$ cat src/rtl/joybus_pkg.sv
// joybus_pkg: shared states, bit-cell timing constants and timing helper for the Joybus poll engine
package joybus_pkg;
    typedef enum logic [3:0] {
        IDLE, TX_LOW, TX_HIGH, TX_STOP_LOW, TX_STOP_HIGH,
        RX_WAIT_FALL, RX_LOW, RX_HIGH, RX_STOP, DONE
    } state_t;
    localparam int T_SHORT_US  = 1;
    localparam int T_LONG_US   = 3;
    localparam int T_SAMPLE_US = 2;
    localparam int T_CELL_US   = 4;
    function automatic int us_to_cycles(input int us, input int clk_per_us);
        return us * clk_per_us;
    endfunction
endpackage

$ cat src/rtl/joybus_bit_tx.sv
// joybus_bit_tx: drives one Joybus bit cell (low phase then released phase) with end-of-phase strobes
module joybus_bit_tx import joybus_pkg::*; #(
    parameter int CLK_PER_US = 100
) (
    input  logic PCLK,
    input  logic reset,
    input  logic go,
    input  logic bit_val,
    output logic oe,
    output logic turn,
    output logic done
);
    localparam int SHORT = us_to_cycles(T_SHORT_US, CLK_PER_US);
    localparam int LONG  = us_to_cycles(T_LONG_US, CLK_PER_US);
    localparam int W     = $clog2(LONG);
    logic [W-1:0] cnt;
    logic         hi, active, val;
    // strobes fire in the last cycle of a phase so a following go makes cells back-to-back
    assign turn = active & ~hi & (cnt == '0);
    assign done = active & hi & (cnt == '0);
    always_ff @(posedge PCLK) begin
        if (reset) begin
            active <= 1'b0;
            hi     <= 1'b0;
            oe     <= 1'b0;
            val    <= 1'b0;
            cnt    <= '0;
        end else if (go) begin
            active <= 1'b1;
            hi     <= 1'b0;
            oe     <= 1'b1;
            val    <= bit_val;
            cnt    <= bit_val ? W'(SHORT - 1) : W'(LONG - 1);
        end else if (turn) begin
            hi  <= 1'b1;
            oe  <= 1'b0;
            cnt <= val ? W'(LONG - 1) : W'(SHORT - 1);
        end else if (done) begin
            active <= 1'b0;
            hi     <= 1'b0;
        end else if (active) begin
            cnt <= cnt - 1'b1;
        end
    end
endmodule

$ cat src/rtl/joybus_poll_ctrl.sv
// joybus_poll_ctrl: sends a pad poll command on the open-drain line and captures the pad response
module joybus_poll_ctrl import joybus_pkg::*; #(
    parameter int                  CLK_PER_US     = 100,
    parameter int                  CMD_BITS       = 24,
    parameter logic [CMD_BITS-1:0] CMD_BASE       = 24'h400300,
    parameter int                  RSP_BITS       = 64,
    parameter int                  POLL_PERIOD_US = 6000,
    parameter int                  RSP_TIMEOUT_US = 100,
    parameter int                  BIT_TIMEOUT_US = 8
) (
    input  logic                PCLK,
    input  logic                reset,
    input  logic                enable,
    input  logic                start,
    input  logic                rumble,
    input  logic                line_in,
    output logic                line_oe,
    output logic                busy,
    output logic [RSP_BITS-1:0] rsp_data,
    output logic                rsp_valid,
    output logic                rsp_error
);
    localparam int POLL_CYC = us_to_cycles(POLL_PERIOD_US, CLK_PER_US);
    localparam int RSP_CYC  = us_to_cycles(RSP_TIMEOUT_US, CLK_PER_US);
    localparam int BIT_CYC  = us_to_cycles(BIT_TIMEOUT_US, CLK_PER_US);
    localparam int SMP_CYC  = us_to_cycles(T_SAMPLE_US, CLK_PER_US);
    localparam int W        = $clog2(POLL_CYC);
    localparam int CW       = $clog2(CMD_BITS + 1);
    localparam int NW       = $clog2(RSP_BITS + 1);

    state_t              state;
    logic [2:0]          sync;
    logic [W-1:0]        pc, t, ph;
    logic [CMD_BITS-1:0] cmd_sh, cmd_load;
    logic [CW-1:0]       cmd_left;
    logic [RSP_BITS-1:0] rx_sh;
    logic [NW-1:0]       nbits;
    logic                lin, fall, rise, expired, launch;
    logic                tx_go, tx_bit, tx_turn, tx_done;
    logic                rx_st, wait_edge, rx_to, smp;

    assign cmd_load  = {CMD_BASE[CMD_BITS-1:1], rumble};
    assign lin       = sync[1];
    assign fall      = sync[2] & ~sync[1];
    assign rise      = ~sync[2] & sync[1];
    assign expired   = pc == W'(POLL_CYC - 1);
    assign launch    = (state == IDLE) & (start | (enable & expired));
    assign tx_go     = launch | (tx_done & (state == TX_HIGH));
    assign tx_bit    = (state == IDLE) ? cmd_load[CMD_BITS-1] :
                       (cmd_left == '0) ? 1'b1 : cmd_sh[CMD_BITS-1];
    assign rx_st     = (state == RX_WAIT_FALL) | (state == RX_LOW) |
                       (state == RX_HIGH) | (state == RX_STOP);
    assign wait_edge = ((state == RX_WAIT_FALL) | (state == RX_HIGH)) ? fall : rise;
    assign rx_to     = rx_st & ~wait_edge &
                       (ph == ((state == RX_WAIT_FALL) ? W'(RSP_CYC - 1) : W'(BIT_CYC - 1)));
    // sampling is timed from the fall, so a 1 is sampled after its rise
    assign smp       = ((state == RX_LOW) | (state == RX_HIGH)) &
                       (t == W'(SMP_CYC - 1)) & (nbits != NW'(RSP_BITS));

    joybus_bit_tx #(.CLK_PER_US(CLK_PER_US)) u_tx (
        .PCLK    (PCLK),
        .reset   (reset),
        .go      (tx_go),
        .bit_val (tx_bit),
        .oe      (line_oe),
        .turn    (tx_turn),
        .done    (tx_done)
    );

    always_ff @(posedge PCLK) begin
        if (reset) begin
            state     <= IDLE;
            sync      <= 3'b111;
            pc        <= '0;
            t         <= '0;
            ph        <= '0;
            cmd_sh    <= '0;
            cmd_left  <= '0;
            rx_sh     <= '0;
            nbits     <= '0;
            busy      <= 1'b0;
            rsp_data  <= '0;
            rsp_valid <= 1'b0;
            rsp_error <= 1'b0;
        end else begin
            sync      <= {sync[1:0], line_in};
            rsp_valid <= 1'b0;
            rsp_error <= 1'b0;
            pc        <= launch ? '0 : expired ? pc : pc + 1'b1;
            t         <= t + 1'b1;
            ph        <= ph + 1'b1;
            case (state)
                IDLE: if (launch) begin
                    state    <= TX_LOW;
                    busy     <= 1'b1;
                    cmd_sh   <= cmd_load << 1;
                    cmd_left <= CW'(CMD_BITS - 1);
                end
                TX_LOW:  if (tx_turn) state <= TX_HIGH;
                TX_HIGH: if (tx_done) begin
                    if (cmd_left != '0) begin
                        state    <= TX_LOW;
                        cmd_sh   <= cmd_sh << 1;
                        cmd_left <= cmd_left - 1'b1;
                    end else begin
                        state <= TX_STOP_LOW;
                    end
                end
                TX_STOP_LOW:  if (tx_turn) state <= TX_STOP_HIGH;
                TX_STOP_HIGH: if (tx_done) begin
                    state <= RX_WAIT_FALL;
                    ph    <= '0;
                    nbits <= '0;
                end
                RX_WAIT_FALL, RX_HIGH: if (fall) begin
                    state <= ((state == RX_HIGH) && (nbits == NW'(RSP_BITS))) ? RX_STOP : RX_LOW;
                    t     <= '0;
                    ph    <= '0;
                end
                RX_LOW: if (rise) begin
                    state <= RX_HIGH;
                    ph    <= '0;
                end
                RX_STOP: if (rise) state <= DONE;
                DONE: begin
                    state     <= IDLE;
                    rsp_data  <= rx_sh;
                    rsp_valid <= 1'b1;
                    busy      <= 1'b0;
                end
                default: state <= IDLE;
            endcase
            if (smp) begin
                rx_sh <= {rx_sh[RSP_BITS-2:0], lin};
                nbits <= nbits + 1'b1;
            end
            if (rx_to) begin
                state     <= IDLE;
                rsp_error <= 1'b1;
                busy      <= 1'b0;
            end
        end
    end
endmodule

$ cat config.mk
export PLATFORM = sky130hd
export DESIGN_NAME = joybus_poll_ctrl
export DESIGN_NICKNAME = d
export VERILOG_FILES = /design/src/rtl/joybus_pkg.sv /design/src/rtl/joybus_bit_tx.sv /design/src/rtl/joybus_poll_ctrl.sv
export SDC_FILE = /design/constraint.sdc
export NUM_CORES = 1
export LEC_CHECK = 0
export BUFFER_PORTS_ARGS = -buffer_cell sky130_fd_sc_hd__buf_2
export CORE_ASPECT_RATIO = 1.4
export CORE_MARGIN = 2
export CORE_UTILIZATION = 59
export CTS_CLUSTER_SIZE = 16
export DETAILED_ROUTE_END_ITERATION = 16
export GPL_TIMING_DRIVEN = 0
export PLACE_DENSITY_LB_ADDON = 0.1
export SLEW_MARGIN = 15
export SYNTH_ARGS = -nofsm -noshare
export SYNTH_HDL_FRONTEND = slang
export SYNTH_SLANG_ARGS = --single-unit
$ cat constraint.sdc
create_clock -name PCLK -period 2.5 [get_ports PCLK]
set_clock_uncertainty 0.15 [all_clocks]
set_input_delay 0.125 -clock PCLK [delete_from_list [all_inputs] [get_ports PCLK]]
set_output_delay 0.125 -clock PCLK [all_outputs]
set_load 0.1 [all_outputs]
# [After elaboration in Yosys (flattened, before gate mapping)]
# Cells that the tools add are included.
[totals] register_bits=247 latchBits=0 mem_bits_rw=0 rom_bits=0 input_bits=6 word_cells=144 memories=0
[op_classes] addsub=6 multipliers=0 n_div=0 order_cmp=0 n_eq_ne=25 shift=0 n_mux=48 bitwise=24 n_reduce_logical=23
[ops] op="$mux 20" count=5
[ops] op="$mux 24" count=3
[ops] op="$add 20x1->20 const B" count=3
[ops] op="$pmux 20 s3" count=1
[ops] op="$mux 9" count=6
[ops] op="$pmux 24 s2" count=1
[ops] op="$mux 4" count=9
[ops] op="$pmux 4 s8" count=1
[ops] op="$mux 7" count=3
[ops] op="$eq 20x14->1" count=1
[ops] op="$eq 20x20->1 const B" count=1
[ops] op="$eq 20x8->1 const B" count=1
[ops] op="$ne 2x2->1 const B" count=9
[ops] op="$eq 4x3->1 const B" count=4
[ops] op="$mux 5" count=3
[ops] op="$mux 14" count=1
[ops] op="$reduce_bool 2->1" count=7
[ops] op="$and 1x1->1" count=13
[ops] op="$mux 1" count=12
[ops] op="$pmux 5 s2" count=1
[ops] op="$logic_not 9->1" count=1
[ops] op="$sub 9x1->9 const B" count=1
[ops] op="$eq 4x2->1 const B" count=2
[ops] op="$eq 4x4->1 const B" count=2
[ops] op="20 further kinds" count=35

# [Depth between registers and ports, before layout]
# Gate-level depths: netlist of run 1.
[logic_depth] ltp_word=7 mapped_depth=10 depth_no_buf=8

# [Cells and area by module]
# From an unflattened synthesis of run 1, not the netlist that was laid out.
[unflattened] cells_unflattened=1209 hier_area_um2=9938.3
[by_module_without_submodules] mod="joybus_poll_ctrl" n_inst=1 cells_per_inst=1125 area_each_um2=9195.1
[by_module_without_submodules] mod="joybus_bit_tx" n_inst=1 cells_per_inst=84 area_each_um2=743.2

# [Worst setup path after synthesis of run 1]
# Ideal clock, no wire load.
[synth_timing] path_kind="reg-to-reg" from="register u_tx.cnt[0]" to="register cmd_sh[1]" setup_ns=0.128 arrival_time_ns=1.957 t_required_ns=2.222 path_slack_ns=0.266 stages_incl_launch_ff=10 path_buffers=1 synth_period_minus_slack_ns=2.234 path_cell_list="dfxtp_1 > inv_1 > ha_1 > nor3b_1 > nand4_1 > o21ai_1 > nand3_1 > buf_2 > a22oi_1 > nor2_1"
[synth_via] elab_chain_len=4
[synth_rtl] item="start: declaration" line="joybus_bit_tx.sv:16" source="logic [W-1:0] cnt;"
[synth_rtl] item="start signal: assignment" line="joybus_bit_tx.sv:33" source="cnt <= bit_val ? W'(SHORT - 1) : W'(LONG - 1);"
[synth_rtl] item="start signal: assignment" line="joybus_bit_tx.sv:37" source="cnt <= val ? W'(LONG - 1) : W'(SHORT - 1);"
[synth_rtl] item="start signal: assignment" line="joybus_bit_tx.sv:42" source="cnt <= cnt - 1'b1;"
[synth_rtl] item="$logic_not 9->1" line="joybus_bit_tx.sv:20" source="assign done = active & hi & (cnt == '0);"
[synth_rtl] item="$and 1x1->1" line="joybus_bit_tx.sv:20"
[synth_rtl] item="$ne 2x2->1 (no source line)"
[synth_rtl] item="$reduce_and 4->1 (no source line)"
[synth_rtl] item="end signal: assignment" line="joybus_poll_ctrl.sv:96" source="cmd_sh <= cmd_load << 1;"
[synth_rtl] item="end signal: assignment" line="joybus_poll_ctrl.sv:103" source="cmd_sh <= cmd_sh << 1;"
[synth_rtl] item="end: declaration" line="joybus_poll_ctrl.sv:34" source="logic [CMD_BITS-1:0] cmd_sh, cmd_load;"
# Every way passes these cells.
# A chain may end at the register's enable or synchronous reset.

# [Worst setup path after layout of run 1]
[layout_timing] from="register t[10]" to="register nbits[5]"
[layout_via] elab_chain_len=5
[layout_rtl] item="start: declaration" line="joybus_poll_ctrl.sv:33" source="logic [W-1:0] pc, t, ph;"
[layout_rtl] item="start signal: assignment" line="joybus_poll_ctrl.sv:90" source="t <= t + 1'b1;"
[layout_rtl] item="$eq 20x8->1 (*)" line="joybus_poll_ctrl.sv:58" source="(t == W'(SMP_CYC - 1)) & (nbits != NW'(RSP_BITS));"
[layout_rtl] item="$and 1x1->1 (*)" line="joybus_poll_ctrl.sv:57" source="assign smp = ((state == RX_LOW) | (state == RX_HIGH)) &"
[layout_rtl] item="$and 1x1->1 (*)" line="joybus_poll_ctrl.sv:58"
[layout_rtl] item="$reduce_bool 2->1 (no source line)"
[layout_rtl] item="$reduce_and 2->1 (no source line)"
[layout_rtl] item="end signal: assignment" line="joybus_poll_ctrl.sv:135" source="nbits <= nbits + 1'b1;"
[layout_rtl] item="end: declaration" line="joybus_poll_ctrl.sv:37" source="logic [NW-1:0] nbits;"
# Mark *: on every way between the ends. The rest lies on a longest branch, timed or not.

==> summary.md, run 1 <==
| Metric | Value |
|---|---|
| Outcome | complete, but fails checks |
| Failing checks | hold timing |
| Num CTS Buffers | 24 |
| DRT Wirelength | between 20 and 25 mm |
| Critical path class | reg2reg |
| Final worst path period need | 2.39 ns |
| CP max-delay cell | or4_1 |
| Required time worst endpoint | 2.77 ns |
| CP most frequent cell | nor2_1 |
| Grt ovf | 0 |
| Fmax | approximately 420 MHz |
| Vias | approximately 8000 |
| Drt pass-1 iters | 5 |
| Final worst slack | 0.109 ns |
| Final net count | 1324 |
| Number of synthesized flops with an enable pin | 0 |
| Leak pwr | 4.05 nW |
| Die area | 17400 um^2 |
| Synth Cell Area | 9660 um^2 |
| First-pass GRT wire length | 35.2 mm |
| Die W | ~110 um |
| CP peak stage delay | a little under 0.6 ns |
| Max-slew violation count | 0 |
| Layout fillers | around 1400 |
| Synth top area share | 0.510 |
| Vert. Die Dim | 155 um |
| Longest Clk Path Bufs | 3 |
| CP delay by family, top | simple AND/OR/NAND/NOR gates |
| CP max FO | 10 |
| Slew headroom | 0.529 |
| 1st-iter DRT viols | 501 |
| Clk sinks | 246 |
| Largest net degree at the start of global routing | 15 |
| Max-cap violations | 0 |
| R2r setup slk | about 0.11 ns |
| Root Driver | clkbuf_16 |
| ANT nets after route | 0 |
| Area Growth Syn to Fin | 16.6% |
| Avg Inst Size Synth | 8.01 um^2 |
| Dpl ws | -0.340 ns |
| Worst Max-Slew Pin Slew | 0.706 ns |
| Row count | 55 |
| Cells along the critical path | nor4_2 -> nand4_1 -> or4_1 -> clkbuf_4 -> buf_6 -> nor2_1 -> nor2_1 -> a211oi_2 |
| Routed WL per cell | 13.5 um |
| Buf/Inv on CP | 2 |
| Worst hold stages | 5 |
| Synth Register Bits | 246 |
| Clock Pin Slew Worst Setup and Hold Paths | approximately 0.060 ns |
| Synth warnings | 0 |
| Sequential area share after synthesis | 0.510 |
| Synthesized net count | 1218 |
| Cell count after synthesis | 1205 |
| Final Hold Fails | 2 |
| Dominant cell by count in the synthesized netlist | nand2_1 |
| Pwr/cell area | 780 nW/um^2 |
| DR DRC count | 0 |
| Fin util | 0.699 |
| Top post-synthesis cells by count | nand2_1 (321), dfxtp_1 (246), a21oi_1 (172) |
| Period utilization | 0.957 |
| Reg area | 4920 um^2 |
| Crit path depth | 8 |
| Area contributors post-synth | dfxtp_1 (51%), nand2_1 (12%), a21oi_1 (8.9%), nor2_1 (4.3%), xnor2_1 (2.9%) |
| # IOs | 74 |
| Vias in the first global route | approximately 7800 |
| # diodes | 0 |
| Via/cell ratio | ~5.4 |
| Final Setup Violations | 0 |
| RD Place Congestion | 0.846 |
| Peak VDD IR | 0.000781 V |
| CP arrival | between 2 and 3 ns |
| RSZ-0062 raised after global routing | true |
| Ratio of cells with drive above 1 in the final layout | 0.125 |
| Hold_ws | -0.00993 ns |
| Core Area | 16100 um^2 |
| H-tree lvl count | 1 |
| Area leader, netlist | dfxtp_1 |
| Initial antenna violation count | 0 |
| Main synth FF type | dfxtp_1 |
| Crit. End Element | flop |
| Unique cell type count in the Yosys netlist | 52 |
| R2R depth | 8 |
| PortBufs | 72 |
| Initial Util | 0.600 |
| Multi-input logic area | about 4500 um^2 |
| Ys async rst share | 0 |
| CTS tree | built |
| Worst min-delay path class | in2reg |
| Gr usage total | 0.235 |
| Final HPWL DP | 14.2 mm |
| Sum Neg Setup Slack | 0 ns |
| Clock latency on the worst-skew pair | 0.50 ns |
| Startpoint class of the critical path | flop |
-- through the flow --
step,hold slack [ns],area (um^2),instances,power (mW)
CTS,0.0110,11100,1522,8.78
finish,-0.00993,11300,1525,8.78
detailed placement,0.172,10300,1476,5.21
global route,0.0282,11300,1525,9.15
floorplan,0.0788,9660,1205,4.98
global placement,0.168,10300,1476,5.20
-- where the power goes --
group / leakage (nW) / total [mW] / internal (mW) / switching (mW)
logic: 1.68 / 1.05 / 0.371 / 0.683
clock network: 0.388 / 3.58 / 2.15 / 1.43
registers: 1.99 / 4.15 / 4.04 / 0.108
-- per-layer routing --
layer | vias up | part of all wire | GRT usage
met2 | 183 | 0.51 | 0.426
met1 | 3798 | 0.43 | 0.291
met3 | 29 | 0.048 | 0.0316
met4 | 0 | 0.017 | 0.0668
met5 | - | 0 | 0
li1 | 4224 | - | -
-- final timing paths --
| check | startpoint | end |
|---|---|---|
| worst min register to register | sync[0] | sync[1] |
| worst max register to register | t[10] | nbits[5] |
| worst max-delay path | t[10] | nbits[5] |
| worst min-delay path | start | cmd_left[4] |
-- sequential cells by signal, indices dropped and copies added, names as in the netlist, 3 cells and up --
| signal | flops |
|---|---|
| cmd_left | 5 |
| cmd_sh | 23 |
| nbits | 7 |
| pc | 20 |
| ph | 20 |
| rsp_data | 64 |
| rx_sh | 64 |
| state | 4 |
| sync | 3 |
| t | 20 |
| u_tx.cnt | 9 |
-- worst reg2reg max path, stage by stage, from the launching register on --
cell	delay (ns)
dfxtp_1	0.35
nor4_2	0.30
nand4_1	0.22
or4_1	0.58
clkbuf_4	0.21
buf_6	0.16
nor2_1	0.10
nor2_1	0.06
a211oi_2	0.19
-- final cells by class --
cell class	instances	area share
clock inverter	6	0.00745
clock buffer	35	0.0625
timing repair buffer	81	0.0385
tap	199	0.0221
inverter	19	0.00634
sequential	246	0.437
buffer	68	0.0285
multi-input combinational	871	0.397
-- logic make-up after synthesis --
logic type | synth area share
buffers and inverters | 0.0381
adder cells (fa/ha/maj) | 0.00907
AO/OA/AOI/OAI | 0.117
XOR/XNOR | 0.0571
multiplexers | 0.00207
flip-flops | 0.510
AND/OR/NAND/NOR | 0.267
-- placed cells by master (no fill, tap or decap), types with 3 or more instances in the layout --
cell type / Yosys / layout
a211oi_2: 2 / 3
a21oi_1: 172 / 172
and2_1: 4 / 4
and3_1: 12 / 10
and4_1: 3 / 3
buf_1: 5 / 5
buf_2: 9 / 75
buf_4: 1 / 8
buf_6: 3 / 3
clkbuf_1: 51 / 48
clkbuf_16: 0 / 25
clkbuf_2: 0 / 7
clkbuf_4: 0 / 7
clkbuf_8: 0 / 4
clkinv_2: 0 / 3
dfxtp_1: 246 / 246
ha_1: 7 / 5
inv_1: 19 / 19
nand2_1: 321 / 321
nand2b_1: 3 / 3
nand3_1: 48 / 47
nand3b_1: 5 / 5
nand4_1: 17 / 17
nor2_1: 111 / 109
nor2b_1: 5 / 5
nor3_1: 26 / 25
nor4_1: 10 / 9
nor4b_2: 1 / 3
o21ai_0: 12 / 12
o21ai_1: 5 / 3
or2_2: 5 / 5
or3_1: 4 / 4
xnor2_1: 32 / 32
xor2_1: 31 / 31
-- timing repair --
action | in CTS | in global routing
buffers inserted | 4 | 3
hold buffers | 2 | 0
resized for setup | 6 | 38
endpoints found under the hold margin | 2 | 0
endpoints found under the setup margin | 129 | 205
pin swaps | 1 | 5
(Power assumes the default switching activity.)
==> inputs of run 2 (changes only) <==
--- a/config.mk
+++ b/config.mk
@@ -6,12 +6,15 @@
 export NUM_CORES = 1
 export LEC_CHECK = 0
 export BUFFER_PORTS_ARGS = -buffer_cell sky130_fd_sc_hd__buf_2
+export CELL_PAD_IN_SITES_DETAIL_PLACEMENT = 0
+export CELL_PAD_IN_SITES_GLOBAL_PLACEMENT = 2
 export CORE_ASPECT_RATIO = 1.4
 export CORE_MARGIN = 2
-export CORE_UTILIZATION = 59
+export CORE_UTILIZATION = 36
 export CTS_CLUSTER_SIZE = 16
 export DETAILED_ROUTE_END_ITERATION = 16
 export GPL_TIMING_DRIVEN = 0
+export HOLD_SLACK_MARGIN = 0.1
 export PLACE_DENSITY_LB_ADDON = 0.1
 export SLEW_MARGIN = 15
 export SYNTH_ARGS = -nofsm -noshare
==> run 2 against run 1 <==
Net effect:
- the run now ends clean
- power grew 3.5%
- sequential power is essentially flat
- sequential share of layout area shrank 1.0 points
- global-route usage shrank 6.5 points
==> summary.md, run 2 (synthesis gave the netlist of run 1 again) <==
| Metric | Value |
|---|---|
| ANT nets after route | 0 |
| Clock Pin Slew Worst Setup and Hold Paths | 0.06 ns |
| R2R depth | 7 |
| Worst Max-Slew Pin Slew | about 0.7 ns |
| Hold_ws | 0.154 ns |
| Slew headroom | 0.524 |
| First-pass GRT wire length | 39.6 mm |
| CTS tree | built |
| Vias | around 8100 |
| Total power | 9.09 mW |
| Die area | 28200 um^2 |
| # diodes | 0 |
| Die W | 142 um |
| Max-slew violation count | 0 |
| Final worst path period need | 2.34 ns |
| Routed WL per cell | 14.1 um |
| Vert. Die Dim | just under 200 um |
| H-tree lvl count | 1 |
| Placed cell area | 10400 um^2 |
| Hold Crit Start | reset |
| CP max FO | 10 |
| Outcome | finished clean |
| Worst min-delay path class | in2reg |
| Crit. End Element | flop |
| Row count | 70 |
| Required time worst endpoint | between 2 and 3 ns |
| Pwr/cell area | 788 nW/um^2 |
| Finished Cell Area | 11500 um^2 |
| 1st-iter DRT viols | 305 |
| Initial Util | 0.368 |
| Worst r2r src | state[3] |
| Post-Layout Cell Count | about 1700 |
| Clk sinks | 246 |
| Final HPWL DP | roughly 17 mm |
| Startpoint class of the critical path | flop |
| Period utilization | 0.935 |
| Final net count | 1331 |
| Longest Clk Path Bufs | 3 |
| Final worst slack | 0.163 ns |
| Ratio of cells with drive above 1 in the final layout | 0.134 |
| RD Place Congestion | between 0.7 and 0.8 |
| R2r endpoint | u_tx.cnt[8] |
| Dpl ws | -0.577 ns |
| Gr usage total | 0.169 |
| DRT Wirelength | 23.3 mm |
| Leak pwr | 4.13 nW |
| Vias in the first global route | 8129 |
| DR DRC count | 0 |
| Critical path class | reg2reg |
| Clock latency on the worst-skew pair | 0.54 ns |
| R2r setup slk | 0.16 ns |
| Num CTS Buffers | 27 |
| Initial antenna violation count | 0 |
| Via/cell ratio | 4.90 |
| Area Growth Syn to Fin | 19.4% |
| Final Hold Fails | 0 |
| Hold EP | t[18] |
| Worst hold stages | 3 |
| Inst Count DP | 1601 |
| Final Setup Violations | 0 |
| Peak VDD IR | around 0.00045 V |
| Fmax | 428 MHz |
| CP arrival | 2.62 ns |
| Largest regs | rsp_data x64, rx_sh x64, cmd_sh x23 |
| Commonest non-fill, non-tap cell in the layout | nand2_1 |
| PortBufs | 72 |
| Root Driver | clkbuf_16 |
| # IOs | 74 |
| Core Area | 26300 um^2 |
| Grt ovf | 0 |
| Largest net degree at the start of global routing | 14 |
| Drt pass-1 iters | 4 |
| Commonest cells after routing, fill and taps aside | nand2_1 (321), dfxtp_1 (246), a21oi_1 (172) |
| Max-cap violations | 0 |
run 2: cell types whose count changed in the layout (fill, tap and decap cells not counted), sizes merged:
cell         previous run  this run
clkbuf                 91        94
clkinv                  4         1
inv                    19        20
dlygate4sd3             2         4
bufinv                  2         1
buf                    91        96
run 2: report_power, final:
group	switching (mW)	total, mW	internal, mW
logic	0.708	1.10	0.391
clock network	1.54	3.84	2.30
registers	0.111	4.15	4.04
total	2.36	9.09	6.73
run 2: worst max path at each step:
stage,slack [ns],to,cells after the start,startpoint
2_1_floorplan,0.27,cmd_sh[1],9,u_tx.cnt[0]
3_3_place_gp,-0.59,nbits[6],6,t[16]
3_5_place_dp,-0.58,nbits[6],6,t[16]
4_1_cts,0.02,rsp_data[11],7,state[1]
5_1_grt,-0.005,cmd_sh[17],8,pc[11]
6_report,0.16,u_tx.cnt[8],7,state[3]
run 2: critical path, cell delays in order (launching register included):
cell      delay, ns
dfxtp_1        0.36
clkbuf_1       0.37
nor4_1         0.14
and2_1         0.18
a31o_2         0.28
nor2_2         0.33
o21ai_0        0.16
a31o_2         0.26
run 2: final cells by class:
class	instances	area, um^2
repair buffers	85	468
plain buffers	68	345
clock inverters	3	43.8
multi-input cells	871	4460
flip-flops and latches	246	4920
fillers	2809	14700
clock buffers	41	808
inverters	19	71.3
well taps	324	405
run 2: routing by layer:
metal  GRT usage  share of wire  up-vias
met2       0.314           0.50      112
met1       0.203           0.44     3749
met5           0              0        -
met3      0.0242          0.034       27
li1            -              -     4238
met4      0.0466          0.018        0
run 2: metrics by stage:
stage | util | TNS [ns]
final | 0.439 | 0
after global routing | 0.439 | -0.00884
after CTS | 0.434 | 0
after detailed placement | 0.397 | -45.62
after global placement | 0.397 | -49.94
after floorplan | - | 0
run 2: timing repair:
action,4_1_cts,5_1_grt
buffers inserted,5,4
endpoints found under the setup margin,183,191
pin swaps,3,4
resized for setup,12,54
endpoints found under the hold margin,8,0
hold buffers,4,0
cloned,0,0
